<file path="src/rtl/alu_pkg.sv">
// Shared types and widths for the 4-bit ALU and its request arbiter.
package alu_pkg;

    localparam int OPW = 4;   // opcode width
    localparam int DW  = 4;   // operand width
    localparam int RW  = 8;   // result width

    // Opcodes 13..15 are not defined and report an error.
    typedef enum logic [OPW-1:0] {
        OP_ADD  = 4'd0,
        OP_SUB  = 4'd1,
        OP_MUL  = 4'd2,
        OP_DIV  = 4'd3,
        OP_AND  = 4'd4,
        OP_OR   = 4'd5,
        OP_XOR  = 4'd6,
        OP_NAND = 4'd7,
        OP_NOR  = 4'd8,
        OP_NOT  = 4'd9,
        OP_MOD  = 4'd10,
        OP_SHL  = 4'd11,
        OP_SHR  = 4'd12
    } op_t;

    // Arbiter sequencing: accept in IDLE, compute in EXEC, hold result in RESP.
    typedef enum logic [1:0] {
        IDLE = 2'd0,
        EXEC = 2'd1,
        RESP = 2'd2
    } state_t;

endpackage

</file>
<file path="src/rtl/alu_req_arbiter_if.sv">
// Bus bundle between two requesters / one consumer and the ALU arbiter.
//
// Handshake rule for every channel here: a transfer happens on a rising
// clock edge where valid and ready are both high. A source that raised
// valid keeps valid and its payload stable until that transfer; ready may
// depend combinationally on valid.
interface alu_req_arbiter_if;
    import alu_pkg::*;

    logic           req0_valid;
    logic           req0_ready;
    logic [OPW-1:0] req0_op;
    logic [DW-1:0]  req0_x;
    logic [DW-1:0]  req0_y;

    logic           req1_valid;
    logic           req1_ready;
    logic [OPW-1:0] req1_op;
    logic [DW-1:0]  req1_x;
    logic [DW-1:0]  req1_y;

    logic           rsp_valid;
    logic           rsp_ready;
    logic           rsp_id;
    logic [RW-1:0]  rsp_result;
    logic           rsp_err;

    logic           busy;
    state_t         dbg_state;

    // Requesters plus result consumer.
    modport master (
        output req0_valid, req0_op, req0_x, req0_y,
        output req1_valid, req1_op, req1_x, req1_y,
        output rsp_ready,
        input  req0_ready, req1_ready,
        input  rsp_valid, rsp_id, rsp_result, rsp_err,
        input  busy, dbg_state
    );

    // The arbiter itself.
    modport slave (
        input  req0_valid, req0_op, req0_x, req0_y,
        input  req1_valid, req1_op, req1_x, req1_y,
        input  rsp_ready,
        output req0_ready, req1_ready,
        output rsp_valid, rsp_id, rsp_result, rsp_err,
        output busy, dbg_state
    );

endinterface

</file>
<file path="src/rtl/alu_core_4b.sv">
// Purely combinational 4-bit ALU: (op, x, y) -> 8-bit result plus error flag.
// Shared with the standalone ALU top, so it carries no clock or state.
module alu_core_4b
    import alu_pkg::*;
(
    input  logic [OPW-1:0] i_op,
    input  logic [DW-1:0]  i_x,
    input  logic [DW-1:0]  i_y,
    output logic [RW-1:0]  o_result,
    output logic           o_err
);

    logic [RW-1:0] w_x_u;   // zero-extended operands
    logic [RW-1:0] w_y_u;
    logic [RW-1:0] w_x_s;   // sign-extended operands for SUB
    logic [RW-1:0] w_y_s;
    logic          w_y_zero;

    assign w_x_u    = {4'b0000, i_x};
    assign w_y_u    = {4'b0000, i_y};
    assign w_x_s    = {{4{i_x[DW-1]}}, i_x};
    assign w_y_s    = {{4{i_y[DW-1]}}, i_y};
    assign w_y_zero = (i_y == '0);

    // Opcode decode; undefined opcodes and divide-by-zero give 0 with err set.
    always_comb begin
        o_result = '0;
        o_err    = 1'b0;
        case (i_op)
            OP_ADD:  o_result = w_x_u + w_y_u;
            OP_SUB:  o_result = w_x_s - w_y_s;
            OP_MUL:  o_result = w_x_u * w_y_u;
            OP_DIV: begin
                if (w_y_zero) o_err    = 1'b1;
                else          o_result = {4'b0000, i_x / i_y};
            end
            OP_AND:  o_result = {4'b0000, i_x & i_y};
            OP_OR:   o_result = {4'b0000, i_x | i_y};
            OP_XOR:  o_result = {4'b0000, i_x ^ i_y};
            OP_NAND: o_result = {4'b0000, ~(i_x & i_y)};
            OP_NOR:  o_result = {4'b0000, ~(i_x | i_y)};
            OP_NOT:  o_result = ~{i_y, i_x};
            OP_MOD: begin
                if (w_y_zero) o_err    = 1'b1;
                else          o_result = {4'b0000, i_x % i_y};
            end
            OP_SHL:  o_result = w_x_u << i_y;
            OP_SHR:  o_result = {4'b0000, i_x >> i_y};
            default: o_err    = 1'b1;
        endcase
    end

endmodule

</file>
<file path="src/rtl/alu_req_arbiter.sv">
// Two-requester front end for the 4-bit ALU. One op in flight at a time:
// IDLE accepts a request, EXEC registers the ALU output, RESP holds the
// tagged result until the consumer takes it.
//
// Build option: define ALU_ARB_FIXED_PRIO_EN for fixed priority (req0 always
// wins a conflict). Without it, conflicts are settled round-robin starting
// from ARB_PRIO_DEFAULT after reset.
module alu_req_arbiter
    import alu_pkg::*;
#(
    parameter logic ARB_PRIO_DEFAULT = 1'b0
) (
    input  logic              clk,
    input  logic              rst,
    alu_req_arbiter_if.slave  bus
);

    state_t         r_state;
    logic [OPW-1:0] r_op;
    logic [DW-1:0]  r_x;
    logic [DW-1:0]  r_y;
    logic           r_id;
    logic           r_rsp_valid;
    logic           r_rsp_id;
    logic [RW-1:0]  r_rsp_result;
    logic           r_rsp_err;
    logic           r_busy;
`ifndef ALU_ARB_FIXED_PRIO_EN
    logic           r_rr_ptr;    // owner of the next conflict
`endif

    logic           w_idle;
    logic           w_win_id;
    logic           w_accept;
    logic [OPW-1:0] w_win_op;
    logic [DW-1:0]  w_win_x;
    logic [DW-1:0]  w_win_y;
    logic [RW-1:0]  w_alu_result;
    logic           w_alu_err;

    assign w_idle = (r_state == IDLE);

    // Pick the requester to serve; only meaningful while at least one is valid.
    always_comb begin
        w_win_id = 1'b0;
        if (bus.req0_valid && bus.req1_valid) begin
`ifdef ALU_ARB_FIXED_PRIO_EN
            w_win_id = 1'b0;
`else
            w_win_id = r_rr_ptr;
`endif
        end else if (bus.req1_valid) begin
            w_win_id = 1'b1;
        end
    end

    assign w_accept       = w_idle && (bus.req0_valid || bus.req1_valid);
    assign bus.req0_ready = w_idle && bus.req0_valid && !w_win_id;
    assign bus.req1_ready = w_idle && bus.req1_valid &&  w_win_id;

    assign w_win_op = w_win_id ? bus.req1_op : bus.req0_op;
    assign w_win_x  = w_win_id ? bus.req1_x  : bus.req0_x;
    assign w_win_y  = w_win_id ? bus.req1_y  : bus.req0_y;

    alu_core_4b u_core (
        .i_op     (r_op),
        .i_x      (r_x),
        .i_y      (r_y),
        .o_result (w_alu_result),
        .o_err    (w_alu_err)
    );

    // Sequencer: latches the winner, registers the ALU result, holds it until taken.
    always_ff @(posedge clk) begin
        if (rst) begin
            r_state      <= IDLE;
            r_op         <= '0;
            r_x          <= '0;
            r_y          <= '0;
            r_id         <= 1'b0;
            r_rsp_valid  <= 1'b0;
            r_rsp_id     <= 1'b0;
            r_rsp_result <= '0;
            r_rsp_err    <= 1'b0;
            r_busy       <= 1'b0;
`ifndef ALU_ARB_FIXED_PRIO_EN
            r_rr_ptr     <= ARB_PRIO_DEFAULT;
`endif
        end else begin
            case (r_state)
                IDLE: begin
                    if (w_accept) begin
                        r_op    <= w_win_op;
                        r_x     <= w_win_x;
                        r_y     <= w_win_y;
                        r_id    <= w_win_id;
                        r_busy  <= 1'b1;
                        r_state <= EXEC;
`ifndef ALU_ARB_FIXED_PRIO_EN
                        // Hand the next conflict to the requester just passed over.
                        r_rr_ptr <= ~w_win_id;
`endif
                    end
                end
                EXEC: begin
                    r_rsp_result <= w_alu_result;
                    r_rsp_err    <= w_alu_err;
                    r_rsp_id     <= r_id;
                    r_rsp_valid  <= 1'b1;
                    r_state      <= RESP;
                end
                RESP: begin
                    if (bus.rsp_ready) begin
                        r_rsp_valid <= 1'b0;
                        r_busy      <= 1'b0;
                        r_state     <= IDLE;
                    end
                end
                default: begin
                    r_rsp_valid <= 1'b0;
                    r_busy      <= 1'b0;
                    r_state     <= IDLE;
                end
            endcase
        end
    end

    assign bus.rsp_valid  = r_rsp_valid;
    assign bus.rsp_id     = r_rsp_id;
    assign bus.rsp_result = r_rsp_result;
    assign bus.rsp_err    = r_rsp_err;
    assign bus.busy       = r_busy;
    assign bus.dbg_state  = r_state;

endmodule

</file>
<file path="src/flat_wrapper.sv">
// flat-port wrapper written by rule: the top's interface ports become plain ports
module alu_req_arbiter_flat import alu_pkg::*;
#(
    parameter logic ARB_PRIO_DEFAULT = 1'b0
)
  (clk, rst, bus_req0_valid, bus_req0_op, bus_req0_x, bus_req0_y, bus_req1_valid, bus_req1_op, bus_req1_x, bus_req1_y, bus_rsp_ready, bus_req0_ready, bus_req1_ready, bus_rsp_valid, bus_rsp_id, bus_rsp_result, bus_rsp_err, bus_busy, bus_dbg_state);
  alu_req_arbiter_if bus_i ();
  input  logic clk;
  input  logic rst;
  input wire logic [$bits(bus_i.req0_valid)-1:0] bus_req0_valid;
  input wire logic [$bits(bus_i.req0_op)-1:0] bus_req0_op;
  input wire logic [$bits(bus_i.req0_x)-1:0] bus_req0_x;
  input wire logic [$bits(bus_i.req0_y)-1:0] bus_req0_y;
  input wire logic [$bits(bus_i.req1_valid)-1:0] bus_req1_valid;
  input wire logic [$bits(bus_i.req1_op)-1:0] bus_req1_op;
  input wire logic [$bits(bus_i.req1_x)-1:0] bus_req1_x;
  input wire logic [$bits(bus_i.req1_y)-1:0] bus_req1_y;
  input wire logic [$bits(bus_i.rsp_ready)-1:0] bus_rsp_ready;
  output wire logic [$bits(bus_i.req0_ready)-1:0] bus_req0_ready;
  output wire logic [$bits(bus_i.req1_ready)-1:0] bus_req1_ready;
  output wire logic [$bits(bus_i.rsp_valid)-1:0] bus_rsp_valid;
  output wire logic [$bits(bus_i.rsp_id)-1:0] bus_rsp_id;
  output wire logic [$bits(bus_i.rsp_result)-1:0] bus_rsp_result;
  output wire logic [$bits(bus_i.rsp_err)-1:0] bus_rsp_err;
  output wire logic [$bits(bus_i.busy)-1:0] bus_busy;
  output wire logic [$bits(bus_i.dbg_state)-1:0] bus_dbg_state;
  assign bus_i.req0_valid = bus_req0_valid;
  assign bus_i.req0_op = bus_req0_op;
  assign bus_i.req0_x = bus_req0_x;
  assign bus_i.req0_y = bus_req0_y;
  assign bus_i.req1_valid = bus_req1_valid;
  assign bus_i.req1_op = bus_req1_op;
  assign bus_i.req1_x = bus_req1_x;
  assign bus_i.req1_y = bus_req1_y;
  assign bus_i.rsp_ready = bus_rsp_ready;
  assign bus_req0_ready = bus_i.req0_ready;
  assign bus_req1_ready = bus_i.req1_ready;
  assign bus_rsp_valid = bus_i.rsp_valid;
  assign bus_rsp_id = bus_i.rsp_id;
  assign bus_rsp_result = bus_i.rsp_result;
  assign bus_rsp_err = bus_i.rsp_err;
  assign bus_busy = bus_i.busy;
  assign bus_dbg_state = bus_i.dbg_state;
  alu_req_arbiter #(.ARB_PRIO_DEFAULT(ARB_PRIO_DEFAULT)) u_core (.clk(clk), .rst(rst), .bus(bus_i));
endmodule
</file>
<file path="config.mk">
export PLATFORM = sky130hd
export DESIGN_NAME = alu_req_arbiter_flat
export DESIGN_NICKNAME = d
export VERILOG_FILES = /design/src/rtl/alu_pkg.sv /design/src/rtl/alu_req_arbiter_if.sv /design/src/rtl/alu_core_4b.sv /design/src/rtl/alu_req_arbiter.sv /design/src/flat_wrapper.sv
export SDC_FILE = /design/constraint.sdc
export NUM_CORES = 1
export LEC_CHECK = 0
export ABC_CLOCK_PERIOD_IN_PS = 4800
export CAP_MARGIN = 5
export CORE_UTILIZATION = 51
export DETAILED_ROUTE_END_ITERATION = 12
export PLACE_DENSITY = 0.78
export SETUP_SLACK_MARGIN = 0.15
export SLEW_MARGIN = 25
export SYNTH_ARGS = -nofsm -noshare
export SYNTH_HDL_FRONTEND = slang
export SYNTH_HIERARCHICAL = 1
export SYNTH_SLANG_ARGS = --single-unit
</file>
<file path="constraint.sdc">
create_clock -name clk -period 4.8 [get_ports clk]
set_input_delay 0.96 -clock clk [delete_from_list [all_inputs] [get_ports clk]]
set_output_delay 0.96 -clock clk [all_outputs]
set_load 0.02 [all_outputs]
</file>
* After elaboration in Yosys (flattened, before gate mapping) *
Index checks and enable logic that the tools add are counted.

cells by class
  equal/unequal tests = 16
  shifts and indexed selects = 2
  reduce and logical (&&, ||, !) cells = 17
  divide/modulo/power cells = 2
  bitwise logic cells = 9
  add/sub/neg operators = 2
  $lt $le $gt $ge = 0
  mux-type cells = 17
  $mul = 1

operator list
  operator            count
  $pmux 8 s13         1
  $eq 4x4->1 const B  5
  $mux 4              5
  $eq 4x3->1 const B  4
  $reduce_or 11->1    1
  $eq 4x2->1 const B  2
  $logic_not 4->1     2
  $mul 4x4->8         1
  $not 4->4           2
  $not 8->8           1
  $shl 4x4->8         1
  $logic_and 1x1->1   6
  $pmux 1 s3          2
  $pmux 2 s3          1
  $reduce_and 2->1    3
  $add 4x4->5         1
  $mux 1              5
  $sub 4x4->5         1
  $and 4x4->4         1
  $div 4x4->4         1
  $eq 4x1->1 const B  1
  $mod 4x4->4         1
  $mux 2              2
  $ne 2x2->1 const B  2
  12 further kinds    14

storage, ports and cells
  word-level logic and storage cells = 77
  latch bits = 0
  input bits = 29
  bits in read-only memories = 0
  RAM bits = 0
  memories kept = 0
  register bits after elaboration = 28
  output and inout bits = 16

* Depth between registers and ports, before layout *
  word-level depth = 4
  mapped depth = 22
  gate-level depth less buffers = 21

* By module *
Netlist, hierarchy kept.

by module, submodules not included
  module           cells an instance  sequential area each (µm²)  instances  area an instance (µm²)
  alu_core_4b      288                0.0                         1          2110.8
  alu_req_arbiter  145                560.5                       1          1257.5

* Least setup slack after synthesis *
OpenSTA, ideal clock, no wires.

  kind = register to register
  from = register u_core.r_y[0]
  to = register u_core.r_rsp_result[0] (netlist: u_core/bus.rsp_result[0])
  arrival = 4.614 ns
  buffers on the path = 1
  stages on the path, launching flop included = 22
  setup slack = 0.063 ns
  setup time = 0.123 ns
  required time = 4.677 ns
  period minus slack after synthesis = 4.737 ns
  cells stage by stage = dfxtp_1 -> clkbuf_1 -> inv_1 -> ha_1 -> or4b_1 -> a22oi_2 -> ha_1 -> nor4b_1 -> o21ai_0 -> o21a_2 -> ha_1 -> nor2_1 -> a211oi_1 -> mux2_2 -> ha_1 -> nand2_1 -> o21ai_2 -> mux2i_1 -> o22ai_1 -> a211o_1 -> nand2_1 -> a21oi_1

between the ends
  longest elaborated chain between the ends = 3
  elaborated cells between the ends (all ways) = 16
  those cells by class = add/sub (2); mul (1); div (2); shift (2); mux (3); bitwise (5); reduce/logical (1)

RTL lines
  item                                       line                    RTL
  start, declared                            alu_req_arbiter.sv:21   logic [DW-1:0] r_y;
  start signal, assigned                     alu_req_arbiter.sv:95   r_y <= w_win_y;
  $mod 4x4->4, or another cell as far along  alu_core_4b.sv:45       else o_result = {4'b0000, i_x % i_y};
  $mux 4, or another cell as far along       alu_core_4b.sv:44       if (w_y_zero) o_err = 1'b1;
  $pmux 8 s13 (*)                            alu_core_4b.sv:29       case (i_op)
  via u_core.w_alu_result[0]                 alu_req_arbiter.sv:38   logic [RW-1:0] w_alu_result;
  end signal, assigned                       alu_req_arbiter.sv:106  r_rsp_result <= w_alu_result;
  end, declared                              alu_req_arbiter.sv:25   logic [RW-1:0] r_rsp_result;

The timed path passes the listed nets; every way through them passes the cells marked *.
A chain may end at the register's enable or synchronous reset.

* Worst setup path in the final report *
Same ends and word-level chain as after synthesis.

==> flow_summary.json <==
{
  "wl_met2_mm": 4.26,
  "reg2reg_depth": 20,
  "synth-simple-area-share_pct": 22.4,
  "core_area_um2": 6350,
  "synth_nets": 507,
  "multi_input_area_um2": 2610,
  "yosys.area_share.adder_pct": 18.3,
  "synthDistinctLibCells": 73,
  "power_leakage_nw": 1.62,
  "ant_nets": 0,
  "ctsHoldBuffers": 0,
  "gp_congestion": 0.932,
  "synthCells": 433,
  "syn_area_per_cell_um2": 7.78,
  "ys_async_sr_fraction_pct": 0,
  "worstMarginPinSlew_ps": 763,
  "dpl.hpwl_mm": 6.98,
  "worstSetupEndpointType": "register",
  "ys_ff_latch": 28,
  "drv_cap": 0,
  "cp.required_ps": 4950,
  "synth_edf_count": 0,
  "dr_total_vias": 3431,
  "syn_area_um2": 3370,
  "dr.max_layer_used": "met4",
  "drive_gt1_share_pct": 13.7,
  "final_hold_viol_count": 0,
  "cts_buffers": 3,
  "io_pins": 45,
  "cts_root_buffer": "clkbuf_8",
  "nNetsFinal": 543,
  "wire_per_inst_um": 17.2,
  "fillers": 529,
  "timing.fmax_ghz": 0.222,
  "hp-class": "register to register",
  "ir_drop_v": 0.000271,
  "crit_type": "register to register",
  "drtIter0Drc": 349,
  "synth_top_family_by_area": "compound AO/OA/AOI/OAI gates",
  "slew_viol_final": 0,
  "synthXorXnorAreaFrac_pct": 2.08,
  "status": "completed",
  "synth_compound_area_share_pct": 29.3,
  "track_usage_pct": 26.3,
  "antennaDiodeCount": 0,
  "area_growth_pct": 18.4,
  "clock_sinks": 28,
  "grt_overflow": 0,
  "finalCriticalPeriod_ps": 4510,
  "regArea_um2": 561,
  "row_count": 29,
  "initial_utilization_pct": 53.0,
  "startpoint_type": "register",
  "dr.pass1.iters": 5,
  "portBuffers": 44,
  "finalCritPeriodShare_pct": 94.0,
  "viasPerCell": 6.30,
  "clk_pin_slew_worst_paths_ps": 100,
  "crit_path_max_fanout": 6,
  "synth_warnings": 6,
  "die_width_um": 83.3,
  "final.setup.tns_ps": 0,
  "clock_path_buffers": 2,
  "htreeDepth": 1,
  "synth_flop_cell": "dfxtp_1",
  "powerDensity_nw_per_um2": 320,
  "drt-met1-wl_mm": 4.02,
  "clock_skew_ps": 14.5,
  "grt_pass1_wl_mm": 14.9,
  "crit_arrival_ps": 4670,
  "grt_antenna_before_repair": 0,
  "setup_viol": 0,
  "wl_met3_um": 644,
  "die_y_um": 83.3,
  "grt_pass1_vias": 3154,
  "utilization_pct": 62.8,
  "routed_wl_mm": 9.36,
  "relSlewSlack_pct": 49.0,
  "grt_setup_unrepaired": "no",
  "clk_latency_ps": 280,
  "synth.yosys.seq_area_share_pct": 16.6,
  "cts_tree": "done",
  "holdPathStages": 2,
  "die-area_um2": 6930,
  "drcViolationCount": 0,
  "grt_max_degree": 29,
  "synthMuxAreaShare_pct": 3.12
}
## logic make-up after synthesis
group | after synthesis
simple gates | 148
compound gates | 139
buf+inv | 56
fa+ha+maj | 45
flops | 28
mux | 9
xor+xnor | 8
## per-layer routing
layer,up-vias,track usage [%]
li1,1640,-
met5,-,0
met3,34,3.08
met4,0,14.1
met1,1577,33.9
met2,180,42.7
## worst max-delay path, stage by stage, from the launching register on
cell and delay [ps]:
dfxtp_1 330, inv_2 90, ha_1 170, or4b_4 460
a22oi_2 260, ha_4 260, nor4b_2 250, o21ai_1 120
o21a_2 140, ha_1 310, and4bb_2 310, a21oi_1 50
o22a_4 230, ha_1 360, nand2_1 120, o21ai_4 240
mux2i_1 230, o22ai_1 90, a211o_1 260, nand2_1 60
a21oi_1 60
## flip-flops by register name, indices dropped and copies added, names as in the netlist
name	flops
u_core/bus.rsp_id	1
u_core/r_y	4
u_core/bus.rsp_err	1
u_core/bus.busy	1
u_core/r_op	4
u_core/bus.rsp_valid	1
u_core/r_rr_ptr	1
u_core/r_id	1
u_core/r_x	4
u_core/bus.rsp_result	8
u_core/bus.dbg_state	2
## layout make-up
class / instances / share of cell area, %
timing repair buffer: 59 / 13.7
tap: 77 / 2.42
clock inverter: 1 / 0.753
inverter: 28 / 2.64
clock buffer: 3 / 1.04
sequential: 28 / 14.1
multi-input combinational: 349 / 65.4
## placed cells by master (no fill, tap or decap), types with 4 or more instances in the layout
master | synthesis | routed
nand3_1 | 24 | 24
nor2b_1 | 5 | 5
mux2i_1 | 6 | 6
nor2_1 | 24 | 24
buf_4 | 1 | 15
ha_1 | 38 | 36
xnor2_1 | 8 | 8
nor3_1 | 7 | 7
a21oi_1 | 47 | 43
o21ai_0 | 28 | 26
nand2b_1 | 5 | 5
a21oi_2 | 0 | 4
a21o_1 | 8 | 8
inv_1 | 28 | 27
a311oi_2 | 10 | 10
nand2_1 | 56 | 56
clkdlybuf4s50_1 | 0 | 43
a2111oi_0 | 4 | 4
a311oi_1 | 4 | 4
fa_1 | 7 | 6
and3_1 | 4 | 4
dfxtp_1 | 28 | 28
## metrics by stage
step / hold WS [ps] / power (mW) / std cells / cell area, µm² / setup WS, ps
after floorplan: 428 / 0.806 / 433 / 3370 / 168
after global placement: 435 / 0.946 / 535 / 3810 / 297
after detailed placement: 449 / 0.969 / 535 / 3810 / 32.3
after CTS: 468 / 1.18 / 541 / 3900 / 173
after global routing: 484 / 1.36 / 545 / 3990 / 77.0
final: 468 / 1.28 / 545 / 3990 / 286
## Yosys cell counts, types with 3 or more instances
library cell | number | area share (%)
o211ai_1 | 3 | 0.67
o21a_1 | 3 | 0.67
a21oi_1 | 47 | 7.0
nand2b_1 | 5 | 0.93
a311oi_2 | 10 | 4.5
xnor2_1 | 8 | 2.1
nand3_1 | 24 | 3.6
fa_1 | 7 | 4.2
mux2i_1 | 6 | 1.8
a2111oi_0 | 4 | 1.0
buf_6 | 4 | 1.3
dfxtp_1 | 28 | 17
nor3_1 | 7 | 1.0
o2111ai_1 | 3 | 0.78
nand2_1 | 56 | 6.2
clkbuf_1 | 13 | 1.4
nor2b_1 | 5 | 0.93
a21o_1 | 8 | 1.8
ha_1 | 38 | 14
buf_2 | 8 | 1.2
a22oi_1 | 3 | 0.67
and3_1 | 4 | 0.74
nor2_1 | 24 | 2.7
o21ai_0 | 28 | 4.2
inv_1 | 28 | 3.1
a311oi_1 | 4 | 1.0
## timing repair
| action | in CTS | in global routing |
|---|---|---|
| resized for setup | 1 | 14 |
| pin swaps | 1 | 6 |
| buffers inserted | 2 | 4 |
| setup endpoints to repair | 2 | 4 |
## where the power goes
group	total (mW)	switching (mW)	internal [mW]
logic	0.791	0.429	0.362
clock network	0.186	0.0741	0.112
registers	0.298	0.0435	0.255
total	1.28	0.547	0.728
## worst paths after layout
kind	to	startpoint	slack, ps
max	u_core/bus.rsp_result[0]	u_core/r_y[0]	290
min	u_core/bus.rsp_result[5]	u_core/bus.rsp_result[5]	470
max reg2reg	u_core/bus.rsp_result[0]	u_core/r_y[0]	290
min reg2reg	u_core/bus.rsp_result[5]	u_core/bus.rsp_result[5]	470
No activity file was read; power rests on OpenSTA's default activity.
